$ cat src/rtl/dilithium_stream_pkg.sv
// Shared constants for the Dilithium input framer: modes, section ids,
// per-level operand sizes in bits and the bits-to-words helper.
package dilithium_stream_pkg;

    localparam int BITS_W = 16;

    typedef logic [BITS_W-1:0] bits_t;

    localparam logic [1:0] MODE_KEYGEN  = 2'b00;
    localparam logic [1:0] MODE_SIGN    = 2'b10;
    localparam logic [1:0] MODE_VERIFY  = 2'b01;
    localparam logic [1:0] MODE_ILLEGAL = 2'b11;

    typedef enum logic [3:0] {
        SEC_RHO = 4'd0,
        SEC_KEY = 4'd1,
        SEC_TR  = 4'd2,
        SEC_S1  = 4'd3,
        SEC_S2  = 4'd4,
        SEC_T0  = 4'd5,
        SEC_T1  = 4'd6,
        SEC_C   = 4'd7,
        SEC_Z   = 4'd8,
        SEC_H   = 4'd9,
        SEC_MSG = 4'd10
    } sec_id_t;

    localparam bits_t SEED_BITS = 16'd256;

    // Indexed by sec_level (level 2 / 3 / 5); the fourth entry is the illegal level.
    localparam bits_t S1_BITS [4] = '{16'd3072,  16'd5120,  16'd5376,  16'd0};
    localparam bits_t S2_BITS [4] = '{16'd3072,  16'd6144,  16'd6144,  16'd0};
    localparam bits_t T1_BITS [4] = '{16'd10240, 16'd15360, 16'd20480, 16'd0};
    localparam bits_t T0_BITS [4] = '{16'd13312, 16'd19968, 16'd26624, 16'd0};
    localparam bits_t Z_BITS  [4] = '{16'd18432, 16'd25600, 16'd35840, 16'd0};
    localparam bits_t H_BITS  [4] = '{16'd672,   16'd488,   16'd664,   16'd0};

    function automatic bits_t words(input bits_t bits, input int w);
        int n;
        n = (int'(bits) + w - 1) / w;
        return bits_t'(n);
    endfunction

endpackage

$ cat src/rtl/dilithium_section_rom.sv
// Section lookup: (mode, level, index) -> section id, size in bits and whether
// it is the final non-empty section of the operation.
module dilithium_section_rom
    import dilithium_stream_pkg::*;
(
    input  logic [1:0] mode,
    input  logic [1:0] level,
    input  logic [2:0] index,
    input  bits_t      msg_bits,
    output sec_id_t    sec_id,
    output bits_t      bits,
    output logic       is_last_section
);

    logic msg_empty;

    assign msg_empty = (msg_bits == '0);

    // An empty MSG is skipped by ending the operation on the section before it.
    always_comb begin
        sec_id          = SEC_RHO;
        bits            = SEED_BITS;
        is_last_section = 1'b1;
        case (mode)
            MODE_SIGN: begin
                is_last_section = 1'b0;
                case (index)
                    3'd0: sec_id = SEC_RHO;
                    3'd1: sec_id = SEC_KEY;
                    3'd2: sec_id = SEC_TR;
                    3'd3: begin sec_id = SEC_S1; bits = S1_BITS[level]; end
                    3'd4: begin sec_id = SEC_S2; bits = S2_BITS[level]; end
                    3'd5: begin
                        sec_id          = SEC_T0;
                        bits            = T0_BITS[level];
                        is_last_section = msg_empty;
                    end
                    default: begin
                        sec_id          = SEC_MSG;
                        bits            = msg_bits;
                        is_last_section = 1'b1;
                    end
                endcase
            end
            MODE_VERIFY: begin
                is_last_section = 1'b0;
                case (index)
                    3'd0: sec_id = SEC_RHO;
                    3'd1: begin sec_id = SEC_T1; bits = T1_BITS[level]; end
                    3'd2: sec_id = SEC_C;
                    3'd3: begin sec_id = SEC_Z; bits = Z_BITS[level]; end
                    3'd4: begin
                        sec_id          = SEC_H;
                        bits            = H_BITS[level];
                        is_last_section = msg_empty;
                    end
                    default: begin
                        sec_id          = SEC_MSG;
                        bits            = msg_bits;
                        is_last_section = 1'b1;
                    end
                endcase
            end
            default: ;
        endcase
    end

endmodule

$ cat src/rtl/dilithium_stream_framer.sv
// Frames an upstream word stream into the operand sections of a Dilithium
// KEYGEN / SIGN / VERIFY operation, tagging and tail-masking each word.
//
// state  | meaning
// IDLE   | waiting for start; config latched on a legal start
// STREAM | zero-latency pass-through, counting words per section
// DONE   | one-cycle done pulse, then back to IDLE
module dilithium_stream_framer
    import dilithium_stream_pkg::*;
#(
    parameter int W            = 64,
    parameter int MSG_MAX_BITS = 26400
) (
    input  logic                              clk,
    input  logic                              rst,
    input  logic                              start,
    input  logic                              abort,
    input  logic [1:0]                        mode,
    input  logic [1:0]                        sec_level,
    input  logic [$clog2(MSG_MAX_BITS+1)-1:0] msg_len,
    output logic                              busy,
    output logic                              done,
    output logic                              cfg_err,
    input  logic [W-1:0]                      din,
    input  logic                              din_valid,
    output logic                              din_ready,
    output logic [W-1:0]                      dout,
    output logic                              dout_valid,
    input  logic                              dout_ready,
    output logic [3:0]                        sec_id,
    output logic                              sec_first,
    output logic                              sec_last
);

    localparam int ML = $clog2(MSG_MAX_BITS + 1);
    localparam int LW = $clog2(W);

    typedef enum logic [1:0] {ST_IDLE, ST_STREAM, ST_DONE} state_t;

    state_t         state_q, state_d;
    logic [1:0]     mode_q, level_q;
    logic [ML-1:0]  msg_q;
    logic [2:0]     idx_q;
    bits_t          wcnt_q;
    sec_id_t        rom_id;
    bits_t          rom_bits;
    logic           rom_last;
    bits_t          sec_words;
    logic           final_word, in_stream, hs, cfg_ok, cfg_err_q;
    logic [LW-1:0]  tail_bits;
    logic [W-1:0]   mask;

    dilithium_section_rom u_rom (
        .mode            (mode_q),
        .level           (level_q),
        .index           (idx_q),
        .msg_bits        (BITS_W'(msg_q)),
        .sec_id          (rom_id),
        .bits            (rom_bits),
        .is_last_section (rom_last)
    );

    assign cfg_ok     = (mode != MODE_ILLEGAL) && (sec_level != 2'd3) &&
                        (msg_len <= ML'(MSG_MAX_BITS));
    assign in_stream  = (state_q == ST_STREAM);
    assign hs         = in_stream && din_valid && dout_ready && !abort;
    assign sec_words  = words(rom_bits, W);
    assign final_word = (wcnt_q == sec_words - bits_t'(1));
    assign tail_bits  = rom_bits[LW-1:0];
    assign cfg_err    = cfg_err_q;

    always_comb begin
        mask = '1;
        if (final_word && tail_bits != '0) begin
            for (int i = 0; i < W; i++) begin
                mask[i] = (i < int'(tail_bits));
            end
        end
    end

    always_ff @(posedge clk or posedge rst) begin
        if (rst) state_q <= ST_IDLE;
        else     state_q <= state_d;
    end

    always_comb begin
        state_d = state_q;
        case (state_q)
            ST_IDLE:   if (start && cfg_ok) state_d = ST_STREAM;
            ST_STREAM: begin
                if (abort)                             state_d = ST_IDLE;
                else if (hs && final_word && rom_last) state_d = ST_DONE;
            end
            ST_DONE:   state_d = ST_IDLE;
            default:   state_d = ST_IDLE;
        endcase
    end

    always_comb begin
        busy       = 1'b0;
        done       = 1'b0;
        din_ready  = 1'b0;
        dout_valid = 1'b0;
        dout       = '0;
        sec_id     = 4'd0;
        sec_first  = 1'b0;
        sec_last   = 1'b0;
        case (state_q)
            ST_STREAM: begin
                busy       = 1'b1;
                din_ready  = dout_ready;
                dout_valid = din_valid;
                dout       = din & mask;
                sec_id     = rom_id;
                sec_first  = (wcnt_q == '0);
                sec_last   = final_word;
            end
            ST_DONE: begin
                busy = 1'b1;
                done = 1'b1;
            end
            default: ;
        endcase
    end

    always_ff @(posedge clk or posedge rst) begin
        if (rst) begin
            mode_q    <= MODE_KEYGEN;
            level_q   <= '0;
            msg_q     <= '0;
            idx_q     <= '0;
            wcnt_q    <= '0;
            cfg_err_q <= 1'b0;
        end else begin
            cfg_err_q <= (state_q == ST_IDLE) && start && !cfg_ok;
            if (state_q == ST_IDLE && start && cfg_ok) begin
                mode_q  <= mode;
                level_q <= sec_level;
                msg_q   <= msg_len;
            end
            // Abort wins over a same-cycle handshake, so that word is never counted.
            if (!in_stream || abort) begin
                idx_q  <= '0;
                wcnt_q <= '0;
            end else if (hs) begin
                if (final_word) begin
                    wcnt_q <= '0;
                    idx_q  <= rom_last ? 3'd0 : idx_q + 3'd1;
                end else begin
                    wcnt_q <= wcnt_q + bits_t'(1);
                end
            end
        end
    end

endmodule

$ cat config.mk
export PLATFORM = sky130hd
export DESIGN_NAME = dilithium_stream_framer
export DESIGN_NICKNAME = d
export VERILOG_FILES = /design/src/rtl/dilithium_stream_pkg.sv /design/src/rtl/dilithium_section_rom.sv /design/src/rtl/dilithium_stream_framer.sv
export SDC_FILE = /design/constraint.sdc
export NUM_CORES = 1
export LEC_CHECK = 0
export ABC_AREA = 1
export CAP_MARGIN = 30
export CELL_PAD_IN_SITES_DETAIL_PLACEMENT = 1
export CELL_PAD_IN_SITES_GLOBAL_PLACEMENT = 1
export CORE_ASPECT_RATIO = 1.4
export CORE_MARGIN = 4
export CORE_UTILIZATION = 36
export DETAILED_ROUTE_END_ITERATION = 10
export PLACE_DENSITY_LB_ADDON = 0.05
export SLEW_MARGIN = 20
export SYNTH_ARGS = -nofsm -noshare
export SYNTH_HDL_FRONTEND = slang
export SYNTH_HIERARCHICAL = 1
export SYNTH_SLANG_ARGS = --single-unit
$ cat constraint.sdc
create_clock -name clk -period 9.8 [get_ports clk]
set_input_delay 1.96 -clock clk [delete_from_list [all_inputs] [get_ports clk]]
set_output_delay 1.96 -clock clk [all_outputs]
set_load 0.005 [all_outputs]
==> Yosys cells after proc, flatten, opt, wreduce, memory -nomap -nowiden <==
Cells that the tools add are included.
{ "word_totals": {"reg_bits": 41, "inputBits": 89, "output_inout_bits": 75} }
{ "classes": {"n_addsub": 6, "magnitude_cmp": 65, "eq_ne": 14, "n_mux": 47, "n_bitwise": 3, "reduce_logical": 31} }
{ "op_table": {"columns": ["operator", "count"], "rows": [
  ["16-bit 2-to-1 mux", 15],
  ["16-bit binary-select mux with 2-bit select", 6],
  ["6-bit < comparator (first input constant)", 31],
  ["64-bit 2-to-1 mux", 2],
  ["16-bit one-hot mux with 4 select lines", 2],
  ["5-bit by 6-bit < comparator with 1-bit output (first input constant)", 16],
  ["64-bit bitwise AND", 1],
  ["4-bit by 6-bit < comparator with 1-bit output (first input constant)", 8],
  ["16-bit logical NOT", 2],
  ["16-bit one-hot mux with 2 select lines", 1],
  ["3-bit by 6-bit < comparator with 1-bit output (first input constant)", 4],
  ["4-bit one-hot mux with 6 select lines", 1],
  ["4-bit one-hot mux with 5 select lines", 1],
  ["17-bit by 1-bit subtractor with 18-bit output (second input constant)", 1],
  ["16-bit by 7-bit adder with 17-bit output (second input constant)", 1],
  ["16-bit by 1-bit adder with 16-bit output", 1],
  ["16-bit by 1-bit adder with 16-bit output (second input constant)", 1],
  ["16-bit equality test", 1],
  ["16-bit by 1-bit subtractor with 16-bit output (second input constant)", 1],
  ["15-bit <= comparator (second input constant)", 1],
  ["1-bit logical AND", 12],
  ["1-bit by 6-bit < comparator with 1-bit output (first input constant)", 2],
  ["2-bit by 6-bit < comparator with 1-bit output (first input constant)", 2],
  ["3-bit 2-to-1 mux", 4],
  ["other kinds (29)", 49]
]} }

==> Logic depth before layout (Yosys ltp) <==
{ "depth": {"word_depth": 18, "depth_mapped": 31} }

==> Cells and area by module <==
Netlist, hierarchy kept.
{ "modules_own_cells": {"columns": ["mod", "instances", "cells_each", "area_per_inst_um2", "seq_area_each_um2"], "rows": [
  ["dilithium_stream_framer", 1, 843, 4917.2, 1026.0],
  ["dilithium_section_rom", 1, 184, 939.7, 0.0]
]} }

==> Worst setup path after synthesis <==
No wires, ideal clock.
{ "synth_path": {"path_type": "register to output", "from": "register mode_q[0]", "to": "output dout[10]", "arrival_time_ns": 3.439, "required_ns": 7.840, "path_slack_ns": 4.401, "stages_incl_launch_ff": 30, "path_buffers": 3, "cell_sequence": "dfrtp_1 -> inv_1 -> ha_1 -> clkbuf_1 -> nand2_1 -> nand2_2 -> nand2_2 -> nor2_1 -> nor2_2 -> nand3_2 -> nand2_1 -> nand2_1 -> nand2_2 -> ha_1 -> xnor2_1 -> inv_1 -> nand2_1 -> nand2_1 -> nor2_1 -> nand2_1 -> nor2_1 -> nand2_1 -> nor2_1 -> nand2_1 -> nor2_2 -> buf_4 -> buf_4 -> nand4_1 -> nand3_1 -> inv_1"} }
{ "synth_via": {"elab_chain_cells": 13, "elab_cells_between_ends": 16} }
{ "synth_lines": {"columns": ["item", "line_no", "rtl"], "rows": [
  ["from (decl)", "dilithium_stream_framer.sv:41", "logic [1:0] mode_q, level_q;"],
  ["from (signal assigned)", "dilithium_stream_framer.sv:137", "mode_q <= mode;"],
  ["2-bit by 1-bit equality test with 1-bit output or 2-bit equality test (tied branches)", "dilithium_section_rom.sv:24", "case (mode)"],
  ["16-bit one-hot mux with 2 select lines *", "dilithium_section_rom.sv:24", null],
  ["named net rom_bits[1]", "dilithium_stream_framer.sv:46", "bits_t rom_bits;"],
  ["16-bit by 7-bit adder with 17-bit output", "dilithium_stream_pkg.sv:40", "n = (int'(bits) + w - 1) / w;"],
  ["17-bit by 1-bit subtractor with 18-bit output", "dilithium_stream_pkg.sv:40", null],
  ["6-bit OR reduction (no line)", null, null],
  ["1-bit bitwise AND (no line)", null, null],
  ["16-bit by 1-bit adder with 16-bit output (no line)", null, null],
  ["16-bit by 1-bit subtractor with 16-bit output", "dilithium_stream_framer.sv:68", "assign final_word = (wcnt_q == sec_words - bits_t'(1));"],
  ["16-bit equality test", "dilithium_stream_framer.sv:68", null],
  ["1-bit logical AND", "dilithium_stream_framer.sv:74", "if (final_word && tail_bits != '0) begin"],
  ["64-bit 2-to-1 mux *", "dilithium_stream_framer.sv:74", null],
  ["64-bit bitwise AND *", "dilithium_stream_framer.sv:113", "dout = din & mask;"],
  ["64-bit 2-to-1 mux *", "dilithium_stream_framer.sv:108", "case (state_q)"],
  ["to (decl)", "dilithium_stream_framer.sv:27", "output logic [W-1:0] dout,"]
]} }
The timed path passes the listed nets; every way through them passes the cells marked *.

==> Worst setup path in the final report <==
{ "layout_path": {"from": "register idx_q[2]", "to": "output dout[32]"} }
{ "layout_via": {"elab_chain_cells": 15, "elab_cells_between_ends": 24} }
{ "layout_lines": {"columns": ["item", "line_no", "rtl"], "rows": [
  ["from (decl)", "dilithium_stream_framer.sv:43", "logic [2:0] idx_q;"],
  ["from (signal assigned)", "dilithium_stream_framer.sv:148", "idx_q <= rom_last ? 3'd0 : idx_q + 3'd1;"],
  ["3-bit by 1-bit equality test with 1-bit output, or another cell as far along", "dilithium_section_rom.sv:27, dilithium_section_rom.sv:47", null],
  ["3-bit OR reduction (no line) or 2-bit OR reduction (tied branches)", null, null],
  ["16-bit one-hot mux with 4 select lines (on tied branches)", "dilithium_section_rom.sv:27, dilithium_section_rom.sv:47", null],
  ["16-bit one-hot mux with 2 select lines *", "dilithium_section_rom.sv:24", null],
  ["named net rom_bits[1]", "dilithium_stream_framer.sv:46", null],
  ["16-bit by 7-bit adder with 17-bit output", "dilithium_stream_pkg.sv:40", null],
  ["17-bit by 1-bit subtractor with 18-bit output", "dilithium_stream_pkg.sv:40", null],
  ["6-bit OR reduction (no line)", null, null],
  ["1-bit bitwise AND (no line)", null, null],
  ["16-bit by 1-bit adder with 16-bit output (no line)", null, null],
  ["16-bit by 1-bit subtractor with 16-bit output", "dilithium_stream_framer.sv:68", null],
  ["16-bit equality test", "dilithium_stream_framer.sv:68", null],
  ["1-bit logical AND", "dilithium_stream_framer.sv:74", null],
  ["64-bit 2-to-1 mux *", "dilithium_stream_framer.sv:74", null],
  ["64-bit bitwise AND *", "dilithium_stream_framer.sv:113", null],
  ["64-bit 2-to-1 mux *", "dilithium_stream_framer.sv:108", null]
]} }
Marks and branches as above.

==> impl_results.md <==
- Outcome: complete, no violations
- Clock transition at the registers of the reported paths: 60 ps
- Post-synthesis register bit count: 41
- Synthesis warning total: 6
- Count leader, synth: nand2_1
- # hold bufs at CTS: 0
- Leak: 3.85 nW
- WL final: 22700 um
- Crit. End Element: output pin
- Setup violators final: 0
- CTS tree: built
- Slew Viols, Final: 0
- Tcrit/Tclk final: 81.2%
- ANT nets after route: 0
- Final cell count without fillers: 1362
- Routed len/inst: 16.7 um
- Antenna Cells: 0
- Num CTS Buffers: 5
- Post-Route M1 WL: 9370 um
- Seq/Total Area, Yosys: 17.5%
- Vias in the first global route: 7253
- Met3 WL: 1130 um
- DP Wirelength: 18600 um
- Final setup TNS: 0 ps
- # rows: 54
- GRT Residual Overflow: 0
- Chip width: 116 um
- PD cells: 204 nW/um^2
- Worst EP required: 7840 ps
- CTS-repair resized insts: 0
- Final #Nets: 1267
- Peak Freq: 126 MHz
- Cell Count Post-Placement: 1354
- Post-synth top area cell: nand2_1
- Post-Syn Area: 5860 um^2
- Skew final: 6.26 ps
- Pre-Repair DR Iteration Count: 4
- Dominant synthesized flop cell: dfrtp_1
- Max Cap Viol: 0
- Max VDD drop: 0.000196 V
- DR iter-0 viols: 388
- Routability cong.: 0.942
- Initial Util: 37.0%
- Hold Vio Cnt, Final: 0
- Crit Path Max Fanout: 20
- Die area: 18400 um^2
- Largest net degree at the start of global routing: 56
- Worst-Skew Late Latency: 290 ps
- DRC: 0
- Pwr Total: 1.58 mW
- Slew at the pin closest to its max-slew limit: 899 ps
- Post-CTS Setup Inserts: 0
- Element type at the critical path start: register
- CTS Buffer Depth: 2
- Mean Syn Cell Area: 5.70 um^2
- Share of cells above drive strength 1: 8.15%
- Initial antenna violation count: 0
- Type of the worst min-delay path: register to register
- RSZ-0062 raised after global routing: false
- # IOs: 164
- Min Tclk post-route: 7960 ps
- Synth area leaders: nand2_1 18%, dfrtp_1 18%, inv_1 11%
- Slew Limit Headroom: 39.8%
- First-pass GRT wire length: 37000 um
- Worst setup path category: register to output pin
- Vias: 7003
- Post-Syn Instances: 1027
- Share of synthesized registers carrying an async set or reset: 100%
- Die Ht: 159 um
- Worst Path Arrival: 6000 ps
- EDFF count, synth: 0
- Met2 routed wirelength: 11600 um
- GRT Total Usage: 24.6%
- CORE AREA: 15800 um^2
- Max layer used: met4
- Fillers: 2197
- Vias per cell: 5.14
- IO Port Bufs: 163
- Synth unique cells: 46
- Synth cell count leaders: 287 x nand2_1, 169 x inv_1, 137 x nor2_1
- CTS sink cnt: 41
- Top cell type's share of synthesized area: 18.4%
- CTS H-tree depth: 2
- Synthesis-to-finish area growth: 32.1%
- Root Driver: clkbuf_16
==> cell type report <==
class	instances	area (um^2)	share of cell area (%)
Sequential cell	41	1030	13.3
Clock inverter	3	65.1	0.841
Timing Repair Buffer	168	1670	21.6
Tap cell	196	245	3.17
Clock buffer	5	125	1.62
Inverter	177	669	8.65
Multi-Input combinational cell	772	3940	50.9
==> worst paths after layout <==
kind | start | end | slack (ps) | cells past startpoint
max | idx_q[2] | dout[32] | 1840 | 26
min | msg_q[11] | msg_q[11] | 510 | 1
max reg2reg | idx_q[2] | wcnt_q[12] | 4220 | 27
min reg2reg | msg_q[11] | msg_q[11] | 510 | 1
max in group asynchronous | rst | msg_q[9] | 7330 | 3
min in group asynchronous | rst | wcnt_q[14] | 2090 | 3
==> critical path: stages, from the launching register on <==
cell	delay (ps)
dfrtp_1	810
nand2_1	440
inv_1	200
nand2_1	100
nand2_2	130
nand2_2	120
nor2_1	130
buf_4	240
nor2_2	110
nand3_2	260
nand2_1	180
nand2_1	210
ha_1	250
nand2_2	90
nor2_4	100
nand2_2	100
nor2_8	130
nand2_4	70
nand2_1	100
inv_1	40
nor2_1	120
nand2_1	80
nor2_2	630
nand4_1	360
nor2_1	200
nor2_1	60
clkdlybuf4s50_1	440
==> kinds of logic (layout without fill, tap and decap cells) <==
group / Yosys count / in the layout / synth area share, %
buffers and inverters: 215 / 353 / 15.3
adder cells (fa/ha/maj): 13 / 13 / 2.78
AND/OR/NAND/NOR: 653 / 653 / 51.7
XOR/XNOR: 12 / 12 / 1.79
other: 1 / 2 / 0.0640
AO/OA/AOI/OAI: 73 / 73 / 7.20
flip-flops: 41 / 41 / 17.5
multiplexers: 19 / 19 / 3.65
==> report_power, final <==
group	total [mW]	internal [mW]	switching, mW
Sequential	0.269	0.217	0.0520
Combinational	1.10	0.447	0.654
Clock	0.212	0.145	0.0666
==> per-stage QoR <==
stage / hold WS, ps / util, % / instance area (um^2) / setup slack (ps)
2_1_floorplan: 467 / - / 5860 / 4400
3_3_place_gp: 490 / 47.7 / 7550 / 2340
6_report: 505 / 48.9 / 7740 / 1840
5_1_grt: 530 / 48.9 / 7740 / 1180
3_5_place_dp: 496 / 47.7 / 7550 / 2200
4_1_cts: 510 / 48.9 / 7740 / 1870
==> cell usage in the layout, fill, tap and decap left out, types with 2 or more instances in the layout <==
cell type          n
nand2_1          287
inv_1            169
clkdlybuf4s50_1  163
nor2_1           137
nand3_1           94
nand4_1           64
dfrtp_1           41
o21ai_0           35
mux2_2            19
nand2_2           18
nor3_1            15
a21oi_1           15
ha_1              12
xor2_1            10
o21bai_1           8
nor2_4             7
nor2_2             7
inv_2              7
nand2_4            6
nand3_2            5
clkbuf_16          5
buf_4              5
nor4_1             3
or2_2              3
a31oi_1            3
o21ai_2            3
nor2_8             2
xnor2_1            2
o211ai_1           2
bufinv_16          2
conb_1             2
==> sequential cells by signal, summed over array words and instances, names as in the netlist <==
register and cells:
msg_q 15, idx_q 3, wcnt_q 16, cfg_err 1, mode_q 2, level_q 2, state_q 2
==> per-layer routing <==
metal	up-vias	GRT usage, %
li1	3545	-
met1	3247	29.2
met2	173	45.2
met3	38	2.32
met4	0	8.76
met5	-	0
Power figures use the tool's default switching activity.
